<file path="config.mk">
export PLATFORM = sky130hd
export DESIGN_NAME = umi_to_axi_wr
export DESIGN_NICKNAME = d
export VERILOG_FILES = /design/src/rtl/umi_to_axi_wr.sv
export SDC_FILE = /design/constraint.sdc
export NUM_CORES = 1
export LEC_CHECK = 0
export ABC_AREA = 1
export BUFFER_PORTS_ARGS = -buffer_cell sky130_fd_sc_hd__buf_2
export CAP_MARGIN = 25
export CORE_AREA = 2 2 258 260
export CTS_CLUSTER_SIZE = 20
export DETAILED_ROUTE_END_ITERATION = 8
export DIE_AREA = 0 0 260 262
export PLACE_DENSITY = 0.36
export SLEW_MARGIN = 20
export SYNTH_ARGS = -nofsm -noshare
export SYNTH_HDL_FRONTEND = slang
export SYNTH_SLANG_ARGS = --single-unit
</file>
<file path="constraint.sdc">
create_clock -name clk -period 2.5 [get_ports clk]
set_input_delay 0.125 -clock clk [delete_from_list [all_inputs] [get_ports clk]]
set_output_delay 0.125 -clock clk [all_outputs]
set_load 0.005 [all_outputs]
</file>
<file path="src/rtl/umi_to_axi_wr.sv">
// UMI write packets become single-beat AXI4 writes; one transaction in flight at a time.
// Packet layout: opcode = packet[7:0], dstaddr = {packet[255:224], packet[63:32]}, data = whole packet.
module umi_to_axi_wr #(
  parameter logic [7:0] WRITE_OPCODE = 8'd0,
  parameter int         CNTW         = 16
) (
  input  logic            clk,
  input  logic            rst,
  input  logic [255:0]    umi_packet,
  input  logic            umi_valid,
  output logic            umi_ready,
  output logic            axi_awvalid,
  input  logic            axi_awready,
  output logic [63:0]     axi_awaddr,
  output logic [7:0]      axi_awlen,
  output logic [2:0]      axi_awsize,
  output logic [1:0]      axi_awburst,
  output logic            axi_wvalid,
  input  logic            axi_wready,
  output logic [255:0]    axi_wdata,
  output logic [31:0]     axi_wstrb,
  output logic            axi_wlast,
  input  logic            axi_bvalid,
  output logic            axi_bready,
  input  logic [1:0]      axi_bresp,
  output logic [CNTW-1:0] err_count,
  output logic [CNTW-1:0] drop_count
);

  typedef enum logic [1:0] {IDLE, SEND, RESP} state_t;

  state_t         state;
  logic           aw_done;
  logic           w_done;
  logic [7:0]     pkt_opcode;
  logic [63:0]    pkt_dstaddr;
  logic [255:0]   pkt_data;
  logic           aw_hs;
  logic           w_hs;
  logic           aw_done_nxt;
  logic           w_done_nxt;

  function automatic void umi_unpack(input  logic [255:0] p,
                                     output logic [7:0]   opcode,
                                     output logic [63:0]  dstaddr,
                                     output logic [255:0] data);
    opcode  = p[7:0];
    dstaddr = {p[255:224], p[63:32]};
    data    = p;
  endfunction

  function automatic logic [CNTW-1:0] sat_inc(input logic [CNTW-1:0] c);
    return (&c) ? c : c + {{(CNTW-1){1'b0}}, 1'b1};
  endfunction

  always_comb begin
    pkt_opcode  = '0;
    pkt_dstaddr = '0;
    pkt_data    = '0;
    umi_unpack(umi_packet, pkt_opcode, pkt_dstaddr, pkt_data);
  end

  assign umi_ready   = (state == IDLE) && !rst;
  assign aw_hs       = axi_awvalid && axi_awready;
  assign w_hs        = axi_wvalid && axi_wready;
  assign aw_done_nxt = aw_done || aw_hs;
  assign w_done_nxt  = w_done || w_hs;

  assign axi_awlen   = 8'd0;
  assign axi_awsize  = 3'd5;
  assign axi_awburst = 2'b01;
  assign axi_wstrb   = '1;
  assign axi_wlast   = 1'b1;

  always_ff @(posedge clk) begin
    if (rst) begin
      state       <= IDLE;
      axi_awvalid <= 1'b0;
      axi_wvalid  <= 1'b0;
      axi_bready  <= 1'b0;
      axi_awaddr  <= '0;
      axi_wdata   <= '0;
      aw_done     <= 1'b0;
      w_done      <= 1'b0;
      err_count   <= '0;
      drop_count  <= '0;
    end else begin
      case (state)
        IDLE: begin
          if (umi_valid) begin
            if (pkt_opcode == WRITE_OPCODE) begin
              axi_awaddr  <= pkt_dstaddr;
              axi_wdata   <= pkt_data;
              aw_done     <= 1'b0;
              w_done      <= 1'b0;
              axi_awvalid <= 1'b1;
              axi_wvalid  <= 1'b1;
              state       <= SEND;
            end else begin
              drop_count <= sat_inc(drop_count);
            end
          end
        end
        SEND: begin
          // Each channel retires independently; RESP waits for both, even if they finish together.
          aw_done     <= aw_done_nxt;
          w_done      <= w_done_nxt;
          axi_awvalid <= !aw_done_nxt;
          axi_wvalid  <= !w_done_nxt;
          if (aw_done_nxt && w_done_nxt) begin
            axi_bready <= 1'b1;
            state      <= RESP;
          end
        end
        RESP: begin
          if (axi_bvalid) begin
            if (axi_bresp != 2'b00) err_count <= sat_inc(err_count);
            axi_bready <= 1'b0;
            state      <= IDLE;
          end
        end
        default: begin
          axi_awvalid <= 1'b0;
          axi_wvalid  <= 1'b0;
          axi_bready  <= 1'b0;
          state       <= IDLE;
        end
      endcase
    end
  end

endmodule

</file>
---- Yosys cells after proc, flatten, opt, wreduce, memory -nomap -nowiden ----
Index checks and enable logic that the tools add are counted.
word-level totals
  bits in writable memories ............... 0
  ROM bits ................................ 0
  latch bits .............................. 0
  logic and storage cells ................. 61
  output and inout bits ................... 402
  memories kept ........................... 0
  register bits after elaboration ......... 359
operators by class
  muxes and demuxes ....................... 16
  order comparisons ....................... 0
  shift operators ......................... 0
  add/sub/neg operators ................... 2
  divide/modulo/power cells ............... 0
  equality and inequality tests ........... 6
  reduce and logical (&&, ||, !) cells .... 22
  bitwise gates (word level) .............. 5
  multipliers ............................. 0
operators by type and width
  kind                     count
  $add A16 B1 Y16 const B  2
  $reduce_and A16 Y1       2
  $reduce_and A3 Y1        4
  $reduce_and A4 Y1        3
  $pmux W1 S3              3
  $logic_not A8 Y1         1
  $mux W2                  4
  $mux W1                  6
  $ne A2 B2 Y1 const B     3
  $pmux W2 S3              1
  $not A1 Y1               5
  $logic_and A1 B1 Y1      4
  $pmux W1 S2              2
  $reduce_bool A2 Y1       2
  $logic_not A1 Y1         3
  $eq A2 B1 Y1 const B     1
  $eq A2 B2 Y1 const B     1
  $logic_not A2 Y1         1
  $logic_or A1 B1 Y1       2
  $ne A2 B1 Y1 const B     1

---- Longest topological paths before layout ----
Gate-level depths: netlist (run 1).
  depth in word-level cells ............... 5
  gate-level depth with buffers ........... 11

---- Worst setup path before layout (run 1) ----
OpenSTA, ideal clock, no wires.
  path kind ............................... flip-flop to flip-flop
  from .................................... register err_count[0]
  to ...................................... register err_count[10]
  library setup time ...................... 0.115 ns
  clock period less this slack ............ 1.488 ns
  arrival time ............................ 1.373 ns
  stages on the path, launching flop included .. 11
  setup slack ............................. 1.012 ns
  data required time ...................... 2.385 ns
  path through ............................ dfxtp_1 > ha_1 > inv_1 > nor2_2 > nand2_1 > nor2_1 > nor2_2 > buf_2 > nand3_1 > nand2_1 > nor2_1
between the ends
  word-level cells in the longest chain between the ends .. 3
  elaborated cells between the ends (all ways) .. 4
  classes of those cells .................. add/sub: 1; bitwise: 1; reduce/logical: 2
ends and longest elaborated chain
  item                                                                     RTL line  text
  start, declared                                                          26        output logic [CNTW-1:0] err_count,
  start signal, assigned                                                   117       if (axi_bresp != 2'b00) err_count <= sat_inc(err_count);
  parallel branches: the longest is 3 deep, another holds $add A16 B1 Y16  --
Several ways; the timed one is not identified.
A chain may end at the register's enable or synchronous reset.

---- Worst setup path in the final report (run 1) ----
  from .................................... register state[1]
  to ...................................... register axi_wdata[113]
between the ends
  word-level cells in the longest chain between the ends .. 2
ends and longest elaborated chain
  item                                RTL line  text
  start, declared                     32        state_t state;
  start signal, assigned              77        state <= IDLE;
  start signal, assigned              98        state <= SEND;
  start signal, assigned              112       state <= RESP;
  $logic_not A2 Y1                    88        case (state)
  $reduce_and A3 Y1 (no source line)  --
  end signal, assigned                93        axi_wdata <= pkt_data;
  end, declared                       20        output logic [255:0] axi_wdata,
Every way passes these cells.

==> results by group, run 1 <==
Drt
  • Routed WL: 48500 microns
  • 1st-pass router iterations: 4
  • Post-route DRC: 0
  • Post-route ant nets: 0
  • Wire length per cell: 14.9 microns
  • Via density: 3.88
  • DRT iter0 DRCs: 616
  • Via count: 12600

CTS
  • Worst skew pair latency: 0.56 ns
  • CTS tree: built
  • CTS Buffer Depth: 3
  • Clk slew on worst S/H paths: 0.05 ns
  • Setup Fix Bufs, Post-CTS: 0
  • Num Clock Sinks: 295
  • Root Buffer: clkbuf_16
  • # H-tree levels: 2
  • CTS Buf Count: 40

Timing
  • Clk_skew: 0.0219 ns
  • Final Hold Viols: 0
  • Slew HR: 43.7%
  • Setup_tns: 0 ns
  • Max Slew Vio Count: 0
  • Post-route minimum period: 2.00 ns
  • Final setup vio count: 0
  • Least-Margin Pin Slew: 0.844 ns
  • FMAX: 499 MHz
  • Fin crit share: 80.1%
  • RSZ-0062 raised after global routing: false

Power
  • Sw frac: 23.0%
  • Combinational fraction of design power: 7.3%
  • Clock share of power: 50.5%
  • PwrDens: 588 nW/um^2
  • Sw power: 2.58 mW
  • Peak VDD IR: 0.402 mV
  • Leakage: 8.79 nW
  • Internal power: 8.64 mW
  • Power share of the sequential group: 42.2%

Synth
  • Leading area contributor after synthesis: dfxtp_1
  • Syn Area/Cell: 7.53 sq um
  • Synth Instances: 1592
  • EDFF count, synth: 0
  • Synth Cell Area: 12000 sq um
  • Dominant synthesized flop cell: dfxtp_1
  • Synthesized flop and latch total: 295
  • Sequential share of the synthesized area: 49.2%
  • Yosys cell types: 30
  • Synth top area share: 49.2%
  • Yosys synthesis warning count: 0
  • Asr flop ratio synth: 0%
  • Top cells by area, synth: dfxtp_1, nor2_1, o21ai_0

Setup path
  • Startpoint Class: flop
  • Worst EP required: 2.99 ns
  • Worst-path maximum fanout: 65
  • Critical path arrival: 2.49 ns
  • CP Capture Type: flop
  • Worst setup path category: reg -> reg

GRT
  • Total gr overflow: 0
  • Global-route wire length before repair: 70600 microns
  • Initial antenna violation count: 0
  • Gr usage total: 13.1%
  • Pin count of the biggest net entering global routing: 99
  • Vias in the first global route: 12200

Floorplanning
  • Chip Height: 262 microns
  • # rows: 94
  • Die X-Extent: 260 microns
  • Io pins: 666
  • Die area: 68100 sq um
  • Initial Utilization: 18.4%
  • Core Box Area: 65300 sq um

Place
  • Routability cong.: 0.798
  • Port buffer count: 619
  • Detailed Place HPWL: 35000 microns

Final layout
  • Most common cell after layout, fill and taps aside: buf_2
  • Nets: 2637
  • Fin util: 29.2%
  • Layout area overhead: 59.0%
  • Most frequent cells in the layout: buf_2, nor2_1, dfxtp_1
  • Share of layout cells above drive strength 1: 30.5%
  • # diodes: 0

Flow run
  • Max-cap violation count: 0

Worst hold path
  • Hold Crit Class: in -> reg

Outcome
  • Outcome: completed
Yosys cell counts (2+ instances only):
cell	instances
buf_6	21
clkbuf_1	30
buf_4	122
nand3_1	34
nor2_2	3
nand2_1	201
nor2_4	3
inv_1	43
nand2_2	11
conb_1	2
o21ai_0	212
a21oi_2	10
ha_1	2
buf_8	2
nor2_1	513
dfxtp_1	295
inv_4	2
buf_2	8
nand3b_1	4
clkbuf_2	16
nor3_1	2
buf_1	2
a21oi_1	47
timing repair:
| action | CTS | global route |
|---|---|---|
| hold buffers | 252 | 0 |
| endpoints found under the setup margin | 0 | 5 |
| gates resized for setup | 0 | 1 |
| hold endpoints to repair | 250 | 0 |
layer usage:
metal	track usage [%]	part of all wire, %	vias to the layer above
met5	0	0	-
met4	4.53	2.6	0
met3	3.14	6.5	76
met2	22.9	50	376
met1	15.8	41	5767
li1	-	-	6422
flip-flops by register name (all words and copies together), names as in the netlist:
| register | flops |
|---|---|
| w_done | 1 |
| err_count | 16 |
| axi_wvalid | 1 |
| axi_awvalid | 1 |
| aw_done | 1 |
| state | 2 |
| axi_bready | 1 |
| drop_count | 16 |
| axi_wdata | 192 |
| axi_awaddr | 64 |
metrics by stage:
| stage | instance area, sq um | setup WS [ns] | instances | total power [mW] | hold slack [ns] |
|---|---|---|---|---|---|
| 2_1_floorplan | 12200 | 1.01 | 1636 | 5.08 | 0.261 |
| 3_3_place_gp | 15200 | 0.274 | 2941 | 5.33 | 0.374 |
| 3_5_place_dp | 15200 | 0.245 | 2941 | 5.33 | 0.379 |
| 4_1_cts | 19100 | 0.231 | 3262 | 11.5 | 0.00826 |
| 5_1_grt | 19100 | 0.292 | 3262 | 11.7 | 0.0812 |
| 6_report | 19100 | 0.497 | 3262 | 11.2 | 0.0438 |
final cells by class:
| type | instances | area (sq um) |
|---|---|---|
| clock buffer | 60 | 1170 |
| clock inverter | 9 | 135 |
| fill | 7247 | 46200 |
| inverter | 46 | 188 |
| multi-input combinational | 1094 | 4660 |
| sequential | 295 | 5910 |
| tap | 864 | 1080 |
| timing repair buffer | 894 | 5940 |
path summary, 6_finish.rpt:
path                                   start        endpoint  slack, ns  depth (start not counted)
worst min register to register  axi_wdata[7]    axi_wdata[7]       0.43                          2
worst max register to register      state[1]  axi_wdata[113]       0.50                          8
worst max-delay path                state[1]  axi_wdata[113]       0.50                          8
worst min-delay path              axi_bvalid        state[1]       0.04                          4
critical path, stage by stage, from the launching register on:
cell and delay [ns]:
dfxtp_1 0.36, nor2_4 0.18, nand2_4 0.10, inv_4 0.11
nand2_8 0.16, inv_8 0.43, buf_4 0.33, nor2_1 0.07
nor2_1 0.11
power groups by stage:
stage	Clock [mW]	Sequential [mW]	Combinational [mW]
5_1_grt	6.10	4.73	0.904
3_3_place_gp	0	4.83	0.502
2_1_floorplan	0	4.83	0.249
3_5_place_dp	0	4.83	0.500
6_report	5.66	4.73	0.821
4_1_cts	5.91	4.73	0.829
cell families after synthesis:
logic type      after synthesis  synth area share (%)
compound gates              270                  11.6
xor+xnor                      2                 0.146
fa+ha+maj                     2                 0.209
buf+inv                     247                  13.3
flops                       295                  49.2
other cells                   2                0.0626
simple gates                774                  25.4
Note: power is estimated with default switching activity, not from simulation.
==> inputs of run 2 (changes only) <==
ABC_AREA = 0   (was 1)
CORE_AREA = 2 2 256 258   (was 2 2 258 260)
DIE_AREA = 0 0 258 260   (was 0 0 260 262)
clock period = 2 ns   (was 2.5 ns; I/O delays follow)
==> results by group, run 2 <==
Synth
  • Asr flop ratio synth: 0%
  • Top-count cell post-synth: nand2_1
  • EDFF count, synth: 0
  • Yosys synthesis warning count: 0
  • Synth top area share: 51.2%
  • Leading area contributor after synthesis: dfxtp_1
  • Syn Area/Cell: 7.92 sq um
  • Commonest cells in the netlist: nand2_1, dfxtp_1, a21oi_1
  • Synth Instances: 1456
  • Synthesized flop and latch total: 295
  • Dominant synthesized flop cell: dfxtp_1
  • Yosys cell types: 42
  • Sequential share of the synthesized area: 51.2%
  • Top cells by area, synth: dfxtp_1, nand2_1, a21oi_1
  • Synth Cell Area: 11500 sq um

GRT
  • Gr usage total: 12.6%
  • Pin count of the biggest net entering global routing: 79
  • Initial antenna violation count: 0
  • Vias in the first global route: 12200
  • Total gr overflow: 0
  • Global-route wire length before repair: 67700 microns

Setup path
  • CP Cell Sequence: or3b_4, or4_4, or4_1, a21oi_1
  • CP delay by family, top: simple AND/OR/NAND/NOR gates
  • Critical path arrival: 2.40 ns
  • Worst setup path category: reg -> reg
  • CP Capture Type: flop
  • Startpoint Class: flop
  • Reg2Reg Launch Point: state[1]
  • CP bufs+invs: 0
  • R2R setup slack: 0.06 ns
  • Stages on worst setup path: 4
  • Origin of the worst setup path: state[1]
  • Worst-path maximum fanout: 6
  • Slowest cell on crit path: or4_4
  • FF-to-FF End: drop_count[10]
  • FF-to-FF path depth: 4
  • Worst setup path endpoint: drop_count[10]
  • Crit-path max cell delay: 0.54 ns
  • Worst EP required: 2.46 ns

Final layout
  • Largest Register: axi_wdata
  • Layout area overhead: 65.7%
  • Fin util: 29.8%
  • Most common cell after layout, fill and taps aside: buf_2
  • # diodes: 0
  • Post-Layout Cell Count: 3149
  • Nets: 2534
  • # fillers: 6993
  • Cell area after layout: 19100 sq um
  • Biggest regs: axi_wdata x192, axi_awaddr x64
  • Share of layout cells above drive strength 1: 32.8%
  • Most frequent cells in the layout: buf_2, nand2_1, dfxtp_1
  • Max reg flops: 192

Outcome
  • Outcome: completed

Place
  • Port buffer count: 619
  • Worst slack, placed: 0.0138 ns
  • Routability cong.: 0.780
  • Placed Cells: 2831
  • Placed inst area: 15300 sq um
  • Detailed Place HPWL: 32500 microns

Timing
  • Slew HR: 62.5%
  • Setup_tns: 0 ns
  • RSZ-0062 raised after global routing: false
  • Post-route setup slack: 0.0608 ns
  • Max Slew Vio Count: 0
  • Final setup vio count: 0
  • Clk_skew: 0.0110 ns
  • Post-route minimum period: 1.94 ns
  • Least-Margin Pin Slew: 0.558 ns
  • FMAX: 516 MHz
  • Hold slack: 0.0752 ns
  • Final Hold Viols: 0
  • Fin crit share: 97.0%

Worst hold path
  • Hold Path Origin: axi_bresp[0]
  • Hold Crit Class: in -> reg

Floorplanning
  • Chip Height: 260 microns
  • Initial Utilization: 18.0%
  • # rows: 93
  • Io pins: 666
  • Core Box Area: 64100 sq um
  • Die X-Extent: 258 microns
  • Die area: 67100 sq um

Power
  • Power, Total: 13.8 mW
  • Leakage: 8.36 nW
  • PwrDens: 720 nW/um^2
  • Peak VDD IR: 0.598 mV

CTS
  • Setup Fix Bufs, Post-CTS: 0
  • CTS tree: built
  • CTS Buf Count: 38
  • Clk slew on worst S/H paths: 0.05 ns
  • CTS Buffer Depth: 3
  • # H-tree levels: 2
  • Worst skew pair latency: 0.54 ns
  • Num Clock Sinks: 295
  • Root Buffer: clkbuf_16

Drt
  • Routed WL: 45200 microns
  • Via density: 3.96
  • Via count: 12500
  • 1st-pass router iterations: 4
  • DRT iter0 DRCs: 584
  • Wire length per cell: 14.3 microns
  • Post-route DRC: 0
  • Post-route ant nets: 0

Flow run
  • Max-cap violation count: 0
==> run 2: timing repair <==
action                                 4_1_cts  5_1_grt
hold buffers                               252        0
setup endpoints to repair                    0        9
endpoints found under the hold margin      255        0
resized for setup                            0        2
==> run 2: area by class of cell <==
class / count / area, sq um / area share (%)
Multi-Input combinational cell: 995 / 4580 / 24.0
Clock buffer: 59 / 1180 / 6.19
Tap cell: 855 / 1070 / 5.60
Timing Repair Buffer: 933 / 6270 / 32.8
Sequential cell: 295 / 5910 / 30.9
Clock inverter: 7 / 87.6 / 0.458
Inverter: 5 / 18.8 / 0.0982
==> run 2: worst reg2reg max path, cell delays in order (launching register included) <==
cell,delay [ns]
dfxtp_2,0.34
or3b_4,0.42
or4_4,0.54
or4_1,0.42
a21oi_1,0.14
==> run 2: logic make-up after synthesis <==
| group | Yosys count | synth area share (%) |
|---|---|---|
| adders and majority gates | 2 | 0.217 |
| DFF | 295 | 51.2 |
| muxes | 5 | 0.477 |
| other | 2 | 0.0651 |
| buffers and inverters | 210 | 10.8 |
| and+or+nand+nor | 621 | 22.6 |
| AOI/OAI and AO/OA | 321 | 14.6 |
==> run 2: power breakdown <==
part	internal, mW	switching (mW)	leakage, nW
clock	4.31	2.66	0.625
sequential	5.89	0.00559	2.38
combinational	0.562	0.342	5.36
total	10.8	3.01	8.36
==> run 2: worst min path at each step <==
stage	end	slack, ns	depth (start not counted)
2_1_floorplan	axi_wdata[100]	0.24	2
3_3_place_gp	axi_wdata[79]	0.34	3
3_5_place_dp	axi_wdata[134]	0.35	3
4_1_cts	err_count[2]	0.04	4
5_1_grt	err_count[2]	0.07	4
6_report	err_count[2]	0.08	4
==> run 2: metal layers <==
metal / up-vias / GRT usage (%) / routed length, microns
li1: 6300 / - / -
met1: 5673 / 13.9 / 17800
met2: 431 / 22.5 / 22500
met3: 79 / 3.94 / 3380
met4: 0 / 4.78 / 1480
met5: - / 0 / 0
